### src/rtl/warp_reg_file_if.sv
// warp_reg_file_if: issue-side bundle of the per-lane SIMD register file.
//   launch/block_idx/block_dim/thread_base : warp launch and special register values
//   rd_en/A1/A2 -> RS1/RS2/rd_valid/hazard : dual registered read port with stall
//   we/A3/wmask/WD                         : lane-masked write port
//   pend_set/pend_addr -> pending          : long-latency writeback scoreboard
// Lane L of every packed data bus sits at [L*DATA_W +: DATA_W].
// master = decode/issue side, slave = register file.
interface warp_reg_file_if #(
    parameter int DATA_W      = 16,
    parameter int NUM_REGS    = 16,
    parameter int NUM_THREADS = 4,
    parameter int ADDR_W      = $clog2(NUM_REGS)
);
    logic                          launch;
    logic [DATA_W-1:0]             block_idx;
    logic [DATA_W-1:0]             block_dim;
    logic [DATA_W-1:0]             thread_base;
    logic                          rd_en;
    logic [ADDR_W-1:0]             A1;
    logic [ADDR_W-1:0]             A2;
    logic [NUM_THREADS*DATA_W-1:0] RS1;
    logic [NUM_THREADS*DATA_W-1:0] RS2;
    logic                          rd_valid;
    logic                          hazard;
    logic                          we;
    logic [ADDR_W-1:0]             A3;
    logic [NUM_THREADS-1:0]        wmask;
    logic [NUM_THREADS*DATA_W-1:0] WD;
    logic                          pend_set;
    logic [ADDR_W-1:0]             pend_addr;
    logic [NUM_REGS-1:0]           pending;

    modport master (
        output launch, block_idx, block_dim, thread_base,
        output rd_en, A1, A2,
        input  RS1, RS2, rd_valid, hazard,
        output we, A3, wmask, WD,
        output pend_set, pend_addr,
        input  pending
    );

    modport slave (
        input  launch, block_idx, block_dim, thread_base,
        input  rd_en, A1, A2,
        output RS1, RS2, rd_valid, hazard,
        input  we, A3, wmask, WD,
        input  pend_set, pend_addr,
        output pending
    );
endinterface

### src/rtl/warp_reg_file.sv
// warp_reg_file: per-lane register file for a SIMD core.
//   NUM_THREADS lanes x NUM_REGS registers x DATA_W bits. The top three
//   registers of each lane are special (block_idx, block_dim, thread id)
//   and are loaded only by launch; ordinary writes to them are dropped.
// Ports:
//   clk   : clock
//   reset : asynchronous active-low reset, clears everything
//   bus   : warp_reg_file_if.slave (launch, read, write, scoreboard)
// Reads are registered (1-cycle latency); hazard is combinational and
// stalls a read whose source is waiting on an LSU writeback.
// Optional build macro WARP_REG_FILE_WRITE_BYPASS_EN forwards a same-cycle
// write into the read result and lets that write cancel the source hazard.
module warp_reg_file #(
    parameter int DATA_W      = 16,
    parameter int NUM_REGS    = 16,
    parameter int NUM_THREADS = 4,
    parameter int ADDR_W      = $clog2(NUM_REGS)
) (
    input  logic           clk,
    input  logic           reset,
    warp_reg_file_if.slave bus
);
    localparam int              LANE_BITS    = NUM_THREADS * DATA_W;
    localparam logic [ADDR_W:0] SPECIAL_BASE = (ADDR_W+1)'(NUM_REGS - 3);
    localparam logic [ADDR_W:0] REG_LIMIT    = (ADDR_W+1)'(NUM_REGS);

    // Address exists in the file (matters only for non-power-of-2 NUM_REGS).
    function automatic logic addr_valid(input logic [ADDR_W-1:0] a);
        return ({1'b0, a} < REG_LIMIT);
    endfunction

    // Address is a general (writable, trackable) register.
    function automatic logic addr_general(input logic [ADDR_W-1:0] a);
        return ({1'b0, a} < SPECIAL_BASE);
    endfunction

    // One-hot scoreboard mask for an address.
    function automatic logic [NUM_REGS-1:0] onehot(input logic [ADDR_W-1:0] a);
        return NUM_REGS'(1) << a;
    endfunction

    logic [DATA_W-1:0]      regs_r [NUM_THREADS][NUM_REGS];
    logic [NUM_REGS-1:0]    pend_r;
    logic [LANE_BITS-1:0]   rs1_r;
    logic [LANE_BITS-1:0]   rs2_r;
    logic                   rd_valid_r;

    logic                   write_fire_s;
    logic                   clear_fire_s;
    logic                   set_fire_s;
    logic                   sup1_s;
    logic                   sup2_s;
    logic [NUM_THREADS-1:0] fwd1_s;
    logic [NUM_THREADS-1:0] fwd2_s;
    logic                   src1_pend_s;
    logic                   src2_pend_s;
    logic                   hazard_s;
    logic                   read_fire_s;
    logic [LANE_BITS-1:0]   rd1_s;
    logic [LANE_BITS-1:0]   rd2_s;
    logic [NUM_REGS-1:0]    clear_vec_s;
    logic [NUM_REGS-1:0]    set_vec_s;
    logic [NUM_REGS-1:0]    pend_next_s;

    // Launch owns the cycle: any write or pend_set alongside it is dropped.
    assign write_fire_s = bus.we && !bus.launch && addr_general(bus.A3);
    assign clear_fire_s = bus.we && !bus.launch && addr_valid(bus.A3);
    assign set_fire_s   = bus.pend_set && !bus.launch && addr_general(bus.pend_addr);

`ifdef WARP_REG_FILE_WRITE_BYPASS_EN
    // Forwarding selects: a same-cycle write both supplies data and clears the pending bit.
    always_comb begin
        sup1_s = write_fire_s && (bus.A3 == bus.A1);
        sup2_s = write_fire_s && (bus.A3 == bus.A2);
        fwd1_s = sup1_s ? bus.wmask : {NUM_THREADS{1'b0}};
        fwd2_s = sup2_s ? bus.wmask : {NUM_THREADS{1'b0}};
    end
`else
    // No forwarding: reads see only the pre-edge array and registered pending bits.
    always_comb begin
        sup1_s = 1'b0;
        sup2_s = 1'b0;
        fwd1_s = {NUM_THREADS{1'b0}};
        fwd2_s = {NUM_THREADS{1'b0}};
    end
`endif

    // Source hazard detection from the scoreboard.
    always_comb begin
        src1_pend_s = (addr_valid(bus.A1) ? pend_r[bus.A1] : 1'b0) && !sup1_s;
        src2_pend_s = (addr_valid(bus.A2) ? pend_r[bus.A2] : 1'b0) && !sup2_s;
        hazard_s    = bus.rd_en && (src1_pend_s || src2_pend_s);
        read_fire_s = bus.rd_en && !hazard_s;
    end

    // Per-lane read data: forwarded write, array contents, or zero when out of range.
    always_comb begin
        rd1_s = {LANE_BITS{1'b0}};
        rd2_s = {LANE_BITS{1'b0}};
        for (int l = 0; l < NUM_THREADS; l++) begin
            if (fwd1_s[l]) begin
                rd1_s[l*DATA_W +: DATA_W] = bus.WD[l*DATA_W +: DATA_W];
            end else if (addr_valid(bus.A1)) begin
                rd1_s[l*DATA_W +: DATA_W] = regs_r[l][bus.A1];
            end else begin
                rd1_s[l*DATA_W +: DATA_W] = {DATA_W{1'b0}};
            end
            if (fwd2_s[l]) begin
                rd2_s[l*DATA_W +: DATA_W] = bus.WD[l*DATA_W +: DATA_W];
            end else if (addr_valid(bus.A2)) begin
                rd2_s[l*DATA_W +: DATA_W] = regs_r[l][bus.A2];
            end else begin
                rd2_s[l*DATA_W +: DATA_W] = {DATA_W{1'b0}};
            end
        end
    end

    // Scoreboard next state: clear by write first, then set so the newer pend_set wins.
    always_comb begin
        clear_vec_s = clear_fire_s ? onehot(bus.A3) : {NUM_REGS{1'b0}};
        set_vec_s   = set_fire_s ? onehot(bus.pend_addr) : {NUM_REGS{1'b0}};
        pend_next_s = bus.launch ? {NUM_REGS{1'b0}} : ((pend_r & ~clear_vec_s) | set_vec_s);
    end

    // Register array: launch loads the specials of every lane, writes are lane-masked.
    always_ff @(posedge clk or negedge reset) begin
        if (!reset) begin
            for (int l = 0; l < NUM_THREADS; l++) begin
                for (int r = 0; r < NUM_REGS; r++) begin
                    regs_r[l][r] <= {DATA_W{1'b0}};
                end
            end
        end else if (bus.launch) begin
            for (int l = 0; l < NUM_THREADS; l++) begin
                regs_r[l][NUM_REGS-3] <= bus.block_idx;
                regs_r[l][NUM_REGS-2] <= bus.block_dim;
                regs_r[l][NUM_REGS-1] <= bus.thread_base + DATA_W'(l);
            end
        end else if (write_fire_s) begin
            for (int l = 0; l < NUM_THREADS; l++) begin
                if (bus.wmask[l]) begin
                    regs_r[l][bus.A3] <= bus.WD[l*DATA_W +: DATA_W];
                end
            end
        end
    end

    // Read result registers: hold last data when the read stalls or is idle.
    always_ff @(posedge clk or negedge reset) begin
        if (!reset) begin
            rs1_r      <= {LANE_BITS{1'b0}};
            rs2_r      <= {LANE_BITS{1'b0}};
            rd_valid_r <= 1'b0;
        end else if (read_fire_s) begin
            rs1_r      <= rd1_s;
            rs2_r      <= rd2_s;
            rd_valid_r <= 1'b1;
        end else begin
            rd_valid_r <= 1'b0;
        end
    end

    // Pending scoreboard register.
    always_ff @(posedge clk or negedge reset) begin
        if (!reset) begin
            pend_r <= {NUM_REGS{1'b0}};
        end else begin
            pend_r <= pend_next_s;
        end
    end

    assign bus.RS1      = rs1_r;
    assign bus.RS2      = rs2_r;
    assign bus.rd_valid = rd_valid_r;
    assign bus.hazard   = hazard_s;
    assign bus.pending  = pend_r;
endmodule

### src/flat_wrapper.sv
// flat-port wrapper written by rule: the top's interface ports become plain ports
module warp_reg_file_flat 
#(
    parameter int DATA_W      = 16,
    parameter int NUM_REGS    = 16,
    parameter int NUM_THREADS = 4,
    parameter int ADDR_W      = $clog2(NUM_REGS)
)
  (clk, reset, bus_launch, bus_block_idx, bus_block_dim, bus_thread_base, bus_rd_en, bus_A1, bus_A2, bus_RS1, bus_RS2, bus_rd_valid, bus_hazard, bus_we, bus_A3, bus_wmask, bus_WD, bus_pend_set, bus_pend_addr, bus_pending);
  warp_reg_file_if #(.DATA_W(DATA_W), .NUM_REGS(NUM_REGS), .NUM_THREADS(NUM_THREADS), .ADDR_W(ADDR_W)) bus_i ();
  input  logic clk;
  input  logic reset;
  input wire logic [$bits(bus_i.launch)-1:0] bus_launch;
  input wire logic [$bits(bus_i.block_idx)-1:0] bus_block_idx;
  input wire logic [$bits(bus_i.block_dim)-1:0] bus_block_dim;
  input wire logic [$bits(bus_i.thread_base)-1:0] bus_thread_base;
  input wire logic [$bits(bus_i.rd_en)-1:0] bus_rd_en;
  input wire logic [$bits(bus_i.A1)-1:0] bus_A1;
  input wire logic [$bits(bus_i.A2)-1:0] bus_A2;
  output wire logic [$bits(bus_i.RS1)-1:0] bus_RS1;
  output wire logic [$bits(bus_i.RS2)-1:0] bus_RS2;
  output wire logic [$bits(bus_i.rd_valid)-1:0] bus_rd_valid;
  output wire logic [$bits(bus_i.hazard)-1:0] bus_hazard;
  input wire logic [$bits(bus_i.we)-1:0] bus_we;
  input wire logic [$bits(bus_i.A3)-1:0] bus_A3;
  input wire logic [$bits(bus_i.wmask)-1:0] bus_wmask;
  input wire logic [$bits(bus_i.WD)-1:0] bus_WD;
  input wire logic [$bits(bus_i.pend_set)-1:0] bus_pend_set;
  input wire logic [$bits(bus_i.pend_addr)-1:0] bus_pend_addr;
  output wire logic [$bits(bus_i.pending)-1:0] bus_pending;
  assign bus_i.launch = bus_launch;
  assign bus_i.block_idx = bus_block_idx;
  assign bus_i.block_dim = bus_block_dim;
  assign bus_i.thread_base = bus_thread_base;
  assign bus_i.rd_en = bus_rd_en;
  assign bus_i.A1 = bus_A1;
  assign bus_i.A2 = bus_A2;
  assign bus_RS1 = bus_i.RS1;
  assign bus_RS2 = bus_i.RS2;
  assign bus_rd_valid = bus_i.rd_valid;
  assign bus_hazard = bus_i.hazard;
  assign bus_i.we = bus_we;
  assign bus_i.A3 = bus_A3;
  assign bus_i.wmask = bus_wmask;
  assign bus_i.WD = bus_WD;
  assign bus_i.pend_set = bus_pend_set;
  assign bus_i.pend_addr = bus_pend_addr;
  assign bus_pending = bus_i.pending;
  warp_reg_file #(.DATA_W(DATA_W), .NUM_REGS(NUM_REGS), .NUM_THREADS(NUM_THREADS), .ADDR_W(ADDR_W)) u_core (.clk(clk), .reset(reset), .bus(bus_i));
endmodule
### config.mk
export PLATFORM = sky130hd
export DESIGN_NAME = warp_reg_file_flat
export DESIGN_NICKNAME = d
export VERILOG_FILES = /design/src/rtl/warp_reg_file_if.sv /design/src/rtl/warp_reg_file.sv /design/src/flat_wrapper.sv
export SDC_FILE = /design/constraint.sdc
export NUM_CORES = 2
export LEC_CHECK = 0
export ABC_CLOCK_PERIOD_IN_PS = 2200
export CORE_MARGIN = 5
export CORE_UTILIZATION = 45
export DETAILED_ROUTE_END_ITERATION = 10
export GPL_TIMING_DRIVEN = 0
export PLACE_DENSITY = 0.7
export SYNTH_ARGS = -nofsm -noshare
export SYNTH_HDL_FRONTEND = slang
export SYNTH_SLANG_ARGS = --single-unit
export TNS_END_PERCENT = 30
### constraint.sdc
create_clock -name clk -period 2.2 [get_ports clk]
set_input_delay 0.33 -clock clk [delete_from_list [all_inputs] [get_ports clk]]
set_output_delay 0.33 -clock clk [all_outputs]
set_load 0.1 [all_outputs]
==> results.toml <==
[status]
status = "finished, violations left"
failed_checks = "hold timing, setup timing"

[logic_synthesis]
synth_top_area_share_pct = 49.28
syn-cell-area_um2 = 59360
synthCells = 3746
synth.most_common_cell = "dfrtp_1"
yosys.area.top_type = "dfrtp_1"
syn-num-nets = 3888
synthTopCellsByArea = "dfrtp_1 49%, mux4_2 25%, mux2_2 18%"
yosysSeqAreaShare_pct = 49.28
synth.yosys.warnings = 0
synthDistinctLibCells = 38
synth_ff_type = "dfrtp_1"
avgSynthCellArea_um2 = 15.85
ys_ff_latch = 1169
synth_async_sr_flop_share_pct = 100.0
synth_edf_count = 0
synthTopCellsByCount = "1169 x dfrtp_1, 943 x mux2_2, 648 x mux4_2"

[timing]
finalWorstSetupSlack_ns = -0.6810
finalMaxSlewViolations = 0
setup_viol = 365
fin_worst_skew_ns = 0.03486
tightest_slew_ns = 1.333
hold_ws_ns = -0.3683
period_share_pct = 131.0
setup_tns_ns = -77.31
max-slew-margin-rel_pct = 11.12
rsz0062_at_grt = "yes"
hold_violations = 164
min_period_ns = 2.881
fmax_ghz = 0.3471

[die]
die-area_um2 = 139300
die_h_um = 373.2
initial_utilization_pct = 45.21
die_x_um = 373.2
core_um2 = 131300
ios = 284
row_count = 133

[min_path]
min_path_type = "in2async"

[finish]
areaGrowthSynthToFinish_pct = 17.97
fin_nets = 4333
drive_above_1_share_pct = 52.93

[clocking]
clock-root-buffer = "clkbuf_16"
cts_buffers = 132
htreeDepth = 4
clockBufferDepth = 3
insertion_delay_ns = 0.77
cts_tree = "built"
clk_pin_slew_ns = 0.06
cts_sinks = 1169

[grt]
grtUsageTotal_pct = 27.57
antenna_found_initial = 35
grt_max_degree = 178
grt_pass1_wl_um = 280800
overflow = 0
first_global_vias = 39700

[power_and_ir_drop]
intPower_mw = 43.21
p_leak_nw = 31.33
powerDensity_nw_per_um2 = 893.0
pwr-share-seq_pct = 41.9
ir_drop_uv = 836.4
sw_frac_of_total_pct = 30.90
totalPowerFinal_mw = 62.54
comb_power_share_pct = 22.4
p_clk_share_pct = 35.7
switchingPower_mw = 19.33

[drt]
drt_pass1_iterations = 5
dr.first_iter.drc_count = 4148
ant_nets = 0
wire_per_inst_um = 31.74
finalWirelength_um = 192800
drc = 0
vias_per_cell = 6.306
num_vias = 38320

[placed_design]
port_buffers = 264
hpwl_um = 135400
gp_congestion = 0.9250
pre_cts_ws_ns = -2.116

[critical_path]
worstPathMaxFanout = 10
reg2reg_depth = 10
critPathLaunchType = "input pin"
arrival_ns = 3.52
crit_type = "in2reg"
crit_slowest_cell = "clkbuf_1"
cp_cell_sequence = "clkbuf_1 > clkbuf_1 > clkbuf_2 > mux4_2 > mux4_2 > mux2_4"
cpLargestDelayFamily = "buffers and inverters"
crit_cells = 6
slowest_delay_ns = 1.03
endpoint_kind = "register"
path_buf_inv = 3
required_ns = 2.84

[flow_run]
maxCapViolCount = 0
[area by class of cell]
class                   count  area (um^2)
repair buffers            315         3147
diodes                     32        80.08
flip-flops and latches   1169        29290
multi-input cells        2111        28820
clock inverters            28        315.3
fillers                 10680        61260
clock buffers             204         4040
plain buffers             328         1644
well taps                1755         2196
inverters                 134        503.0
[final timing paths]
| path | from | end | slack, ns |
|---|---|---|---|
| min | reset | u_core.regs_r[91]$_DFFE_PN0P_ | -0.37 |
| max in group asynchronous | reset | u_core.bus.RS1[35]$_DFFE_PN0P_ | 0.26 |
| min reg2reg | u_core.bus.RS1[1]$_DFFE_PN0P_ | u_core.bus.RS1[1]$_DFFE_PN0P_ | 0.51 |
| min in group clk | bus_thread_base[12] | u_core.regs_r[524]$_DFFE_PN0P_ | 0.12 |
| max reg2reg | u_core.bus.pending[15]$_DFF_PN0_ | u_core.bus.RS1[16]$_DFFE_PN0P_ | -0.56 |
| max | bus_A1[1] | u_core.bus.RS1[28]$_DFFE_PN0P_ | -0.68 |
[worst reg2reg max path, stage by stage (launching register included)]
cell     delay (ns)
dfrtp_4        0.50
mux4_2         0.52
mux2i_4        0.19
mux2i_4        0.12
nor3_4         0.21
buf_6          0.15
buf_12         0.17
buf_16         0.17
buf_8          0.16
buf_12         0.14
mux2_4         0.31
[layout by cell type (no fill, tap or decap), drive strengths merged, types with 2 or more instances in the layout]
cell / n
mux2i: 6
nand2b: 4
nand3: 10
nand4: 4
nor2b: 3
o21ai: 130
clkbuf: 503
buf: 193
clkinv: 12
and3: 2
nor3b: 5
xor2: 13
clkdlybuf4s15: 30
dfrtp: 1169
a32oi: 2
nand3b: 3
inv: 143
diode: 32
ha: 4
nand2: 105
and3b: 2
nor3: 14
and2: 4
o21a: 2
a21oi: 44
bufinv: 4
clkinvlp: 3
mux4: 648
a22oi: 10
nor2: 84
clkdlybuf4s50: 117
xnor2: 28
mux2: 978
bufbuf: 2
[flip-flops by register name (all words and copies together), names as in the netlist]
| name | count |
|---|---|
| u_core.bus.rd_valid | 1 |
| u_core.regs_r | 1024 |
| u_core.bus.RS2 | 64 |
| u_core.bus.RS1 | 64 |
| u_core.bus.pending | 16 |
[through the flow]
step           instances  area (um^2)  util (%)
6_report            6076        70030     53.34
3_5_place_dp        5780        64620     49.22
5_1_grt             6050        69970     53.29
2_1_floorplan       3746        59420         -
3_3_place_gp        5765        64260     48.94
4_1_cts             6046        70380     53.60
[power by group through the flow]
stage | Sequential (mW) | Combinational (mW) | Clock, mW
after global routing | 26.5 | 14.6 | 23.5
after floorplan | 29.3 | 6.25 | 0
final | 26.2 | 14.0 | 22.3
after global placement | 26.4 | 13.3 | 0
after detailed placement | 26.4 | 13.8 | 0
after CTS | 26.1 | 14.4 | 22.6
[layer usage]
layer  share of wire, %  global-route usage [%]  wire length, um  vias up
met5              0.057                       0              110        -
met4                4.5                   12.24             8703       16
met3                 10                   8.735            19760      412
met2                 46                   41.97            89070     1907
met1                 39                   36.62            75200    20690
li1                   -                       -                -    15300
[kinds of logic (layout without fill, tap and decap cells)]
group | after synthesis | after routing | synth area share [%]
multiplexers | 1632 | 1632 | 43.24
flip-flops | 1169 | 1169 | 49.28
buffers and inverters | 466 | 1009 | 3.347
AND/OR/NAND/NOR | 245 | 245 | 1.787
AO/OA/AOI/OAI | 189 | 189 | 1.661
XOR/XNOR | 41 | 41 | 0.6049
adder cells (fa/ha/maj) | 4 | 4 | 0.08431
other | 0 | 32 | 0
[repair_timing]
item / in CTS / in global routing
gates resized for setup: 327 / 303
buffers inserted: 20 / 9
pin swaps: 2 / 2
endpoints found under the setup margin: 1282 / 887
hold endpoints to repair: 164 / 164
gates cloned: 14 / 1
Note: power is estimated with default switching activity, not from simulation.
